### src/rtl/step_sequencer.sv
// step_sequencer: upstream sequencing stage of the simple processor.
// Fetches an instruction word into ir and steps a 2-bit counter that feeds
// the control unit. The control unit's clear ends the instruction, which
// raises a one-cycle done pulse and bumps the retired-instruction counter.
// Optional feature macro: STEP_SEQUENCER_TIMEOUT_EN. When it is defined, an
// instruction still running at count==3 with no clear is aborted, and a
// one-cycle abort pulse is raised. Otherwise count holds at 3 and abort is 0.
module step_sequencer #(
    parameter int IW = 9,
    parameter int RW = 16
) (
    input  logic          clock,
    input  logic          resetn,
    input  logic          run,
    input  logic [IW-1:0] din,
    input  logic          clear,
    output logic [IW-1:0] ir,
    output logic [1:0]    count,
    output logic          busy,
    output logic          done,
    output logic          abort,
    output logic [RW-1:0] retired
);

    typedef enum logic {
        ST_IDLE = 1'b0,
        ST_EXEC = 1'b1
    } state_e;

    state_e        state_q, state_d;
    logic [IW-1:0] ir_q, ir_d;
    logic [1:0]    count_q, count_d;
    logic          done_q, done_d;
    logic [RW-1:0] retired_q, retired_d;
`ifdef STEP_SEQUENCER_TIMEOUT_EN
    logic          abort_q, abort_d;
`endif

    // Next-state decode for the IDLE/EXEC sequencer and its registered outputs.
    always_comb begin
        // NOTE: every _d gets a default before the case, so no path leaves a
        // signal unassigned and no latch is inferred.
        state_d   = state_q;
        ir_d      = ir_q;
        count_d   = count_q;
        retired_d = retired_q;
        done_d    = 1'b0;
`ifdef STEP_SEQUENCER_TIMEOUT_EN
        abort_d   = 1'b0;
`endif
        unique case (state_q)
            ST_IDLE: begin
                // clear is ignored here; only run starts an instruction.
                if (run) begin
                    ir_d    = din;
                    count_d = 2'd1;
                    state_d = ST_EXEC;
                end
            end
            ST_EXEC: begin
                // clear takes priority, and run is never sampled in EXEC,
                // so ir stays stable for the whole instruction.
                if (clear) begin
                    count_d   = 2'd0;
                    state_d   = ST_IDLE;
                    done_d    = 1'b1;
                    retired_d = retired_q + RW'(1);
                end else if (count_q != 2'd3) begin
                    count_d = count_q + 2'd1;
                end else begin
`ifdef STEP_SEQUENCER_TIMEOUT_EN
                    count_d = 2'd0;
                    state_d = ST_IDLE;
                    abort_d = 1'b1;
`else
                    count_d = count_q;
`endif
                end
            end
            default: begin
                state_d = ST_IDLE;
                count_d = 2'd0;
            end
        endcase
    end

    // State and output registers with synchronous active-low reset.
    always_ff @(posedge clock) begin
        // NOTE: sequential state uses non-blocking assignments only, so every
        // register samples the pre-edge value of its neighbours.
        if (!resetn) begin
            // NOTE: ir is a plain register, not a memory, and the control unit
            // decodes it directly, so it is cleared on reset with the rest.
            state_q   <= ST_IDLE;
            ir_q      <= '0;
            count_q   <= 2'd0;
            done_q    <= 1'b0;
            retired_q <= '0;
`ifdef STEP_SEQUENCER_TIMEOUT_EN
            abort_q   <= 1'b0;
`endif
        end else begin
            state_q   <= state_d;
            ir_q      <= ir_d;
            count_q   <= count_d;
            done_q    <= done_d;
            retired_q <= retired_d;
`ifdef STEP_SEQUENCER_TIMEOUT_EN
            abort_q   <= abort_d;
`endif
        end
    end

    assign ir      = ir_q;
    assign count   = count_q;
    assign busy    = (state_q == ST_EXEC);
    assign done    = done_q;
    assign retired = retired_q;
`ifdef STEP_SEQUENCER_TIMEOUT_EN
    assign abort   = abort_q;
`else
    assign abort   = 1'b0;
`endif

endmodule

### config.mk
export PLATFORM = sky130hd
export DESIGN_NAME = step_sequencer
export DESIGN_NICKNAME = d
export VERILOG_FILES = /design/src/rtl/step_sequencer.sv
export SDC_FILE = /design/constraint.sdc
export NUM_CORES = 1
export LEC_CHECK = 0
export BUFFER_PORTS_ARGS = -buffer_cell sky130_fd_sc_hd__buf_2
export CELL_PAD_IN_SITES_DETAIL_PLACEMENT = 1
export CELL_PAD_IN_SITES_GLOBAL_PLACEMENT = 1
export CORE_MARGIN = 3
export CORE_UTILIZATION = 30
export DETAILED_ROUTE_END_ITERATION = 10
export PLACE_DENSITY = 0.8
export SLEW_MARGIN = 0
export SYNTH_ARGS = -nofsm -noshare
export SYNTH_HDL_FRONTEND = slang
export SYNTH_SLANG_ARGS = --single-unit
export TNS_END_PERCENT = 20
### constraint.sdc
create_clock -name clock -period 4.8 [get_ports clock]
set_clock_uncertainty 0.1 [all_clocks]
set_input_delay 1.2 -clock clock [delete_from_list [all_inputs] [get_ports clock]]
set_output_delay 1.2 -clock clock [all_outputs]
set_load 0.1 [all_outputs]
==> qor.csv <==
metric,value,unit
status,"complete, no violations",
#FFs+latches synth,29,
Pleak,0.641,nW
crit end category,primary output,
"delay-heaviest family, CP",flip-flops,
worst hold stages,2,
fraction of synthesized cell area in xor and xnor cells,8.00,%
area of the core,3770,um2
Diodes inserted,0,
Post-Layout Inst Area,1500,um2
"Warnings, synthesis",0,
Setup CP Type,flip-flop to primary output,
maxcap violations,0,
total power,526,uW
CP Cell Sequence,buf_2,
die footprint,4810,um2
Antenna Nets Post-Route,0,
main combinational cell family by area after synthesis,simple AND/OR/NAND/NOR gates,
post-synth cell types,29,
register area share after synthesis,48.2,%
number of clock sinks,29,
Worst VDD drop,154,uV
Least-Margin Pin Slew,0.892,ns
"Clk Latency, worst-skew pair",0.28,ns
Worst slew margin,40.5,%
area grow syn2layout,24.9,%
final core utilization,39.9,%
Adder-Cell Fraction of Synth Area,2.08,%
CTS Buf Count,5,
worst r2r path cells,4,
Setup Buffers After CTS,0,
vias per inst,4.77,
Die X,69.3,um
DP Wirelength,2.13,mm
hold buffers post-CTS,0,
# rows,22,
"CTS clk-pin slew, worst paths",0.06,ns
# setup viols final,0,
gr usage total,13.1,%
pin count of the biggest net entering global routing,30,
critical path required time,3.50,ns
crit-path max cell delay,0.53,ns
final WL,2.92,mm
number of port buffers,41,
Mapped Cells,143,
Fmax achieved,383,MHz
Max clock buf depth,2,
CP startpoint kind,flip-flop,
vias post-DR,1107,
Hold WC Path Type,flip-flop to flip-flop,
initial antenna violation count,0,
"Cell Area, Synth",1200,um2
Crit path arrival time,1.31,ns
first-pass GRT wire length,5.04,mm
Setup TNS Final,0,ns
simple-gate share of the synthesized area,26.0,%
Root Driver,clkbuf_8,
final period utilization,54.4,%
Compound-Gate Fraction of Synth Area,10.7,%
drt pass-1 iters,4,
Cell Pwr Density,350,nW/um2
Crit-path slowest cell,dfxtp_1,
Hold WS,0.354,ns
share of cells above drive strength 1,25.5,%
Levels on crit path,1,
RSZ-0062 raised after global routing,no,
vias in the first global route,1104,
wire per inst,12.6,um
initial core utilization,31.9,%
CTS resizes,0,
worst path buffer plus inverter count,1,
GRT overflow,0,
Synth Net Count,158,
H-tree depth,2,
I/O pin count,43,
drc violations,0,
minimum clock period after layout,2.61,ns
DP Area,1420,um2
fin. max-slew vios,0,
Die Ht,69.3,um
syn_area_per_cell,8.42,um2
DR iter-0 viols,31,
Fillers,477,
Final #Nets,198,
final hold violation count,0,
GPL Wtd Cong,0.760,
Crit Path Max Fanout,11,
mux cell area share after synthesis,0,%
CTS tree,done,
-- registers in the layout, summed over array words and instances (netlist names) --
signal / flops
retired: 16
ir: 9
count: 2
busy: 1
done: 1
-- kinds of logic (layout without fill, tap and decap cells) --
logic type,Yosys count,in the layout
and+or+nand+nor,65,65
DFF,29,29
AOI/OAI and AO/OA,24,24
xor gates and xnor gates,11,11
buffers and inverters,11,52
adders and majority gates,2,2
other,1,1
-- where the power goes --
group	internal (mW)	switching (mW)	total, mW
Combinational	0.0141	0.0719	0.0860
Sequential	0.248	0.00554	0.253
Clock	0.103	0.0841	0.187
-- worst paths after layout --
kind | from | end | slack [ns]
worst min register to register | ir[1] | ir[1] | 0.35
worst min-delay path | ir[1] | ir[1] | 0.35
worst max-delay path | busy | busy | 2.19
worst max register to register | busy | retired[15] | 2.95
-- synth_stat cells (all sizes together) --
master	instances	area share, %
clkbuf	5	1.6
nor4	2	1.0
nand4	5	2.6
o31ai	1	0.62
conb	1	0.31
a22oi	1	0.62
nor2b	1	0.52
or4	1	0.62
buf	3	2.2
and4	3	2.2
inv	3	0.94
nor3	2	0.83
nand2b	2	1.0
o21ai	4	1.7
or3	3	1.6
xor2	7	5.1
nand2	25	7.8
dfxtp	29	48
or2	1	0.52
xnor2	4	2.9
o22ai	1	0.52
ha	2	2.1
a21oi	16	6.7
nand3	6	2.9
nor2	14	4.4
o211ai	1	0.62
-- through the flow --
stage | setup slack [ns] | instances
2_1_floorplan | 2.30 | 143
3_3_place_gp | 2.21 | 224
3_5_place_dp | 2.17 | 224
4_1_cts | 2.17 | 232
5_1_grt | 2.12 | 232
6_report | 2.19 | 232
-- cells in the final DEF, fill, tap and decap left out, types with 3 or more instances in the layout --
master	netlist	final
a21oi_1	16	16
and4_1	3	3
buf_2	0	41
clkbuf_1	5	3
clkbuf_8	0	5
dfxtp_1	29	29
inv_1	3	3
nand2_1	25	25
nand3_1	5	5
nand4_1	5	5
nor2_1	14	14
or3_1	3	3
xnor2_1	4	4
xor2_1	7	7
-- per-layer routing --
layer | vias up | part of all wire, % | global-route usage, %
li1 | 564 | - | -
met1 | 521 | 42 | 14.0
met2 | 17 | 52 | 22.8
met3 | 5 | 3.9 | 4.64
met4 | 0 | 2.2 | 6.51
met5 | - | 0 | 0
-- area by class of cell --
class	count	area [um2]	share of cell area, %
flip-flops and latches	29	581	38.6
multi-input cells	103	567	37.7
repair buffers	41	205	13.6
clock buffers	8	80.1	5.32
well taps	48	60.1	3.99
inverters	3	11.3	0.749
Note: power is estimated with default switching activity, not from simulation.
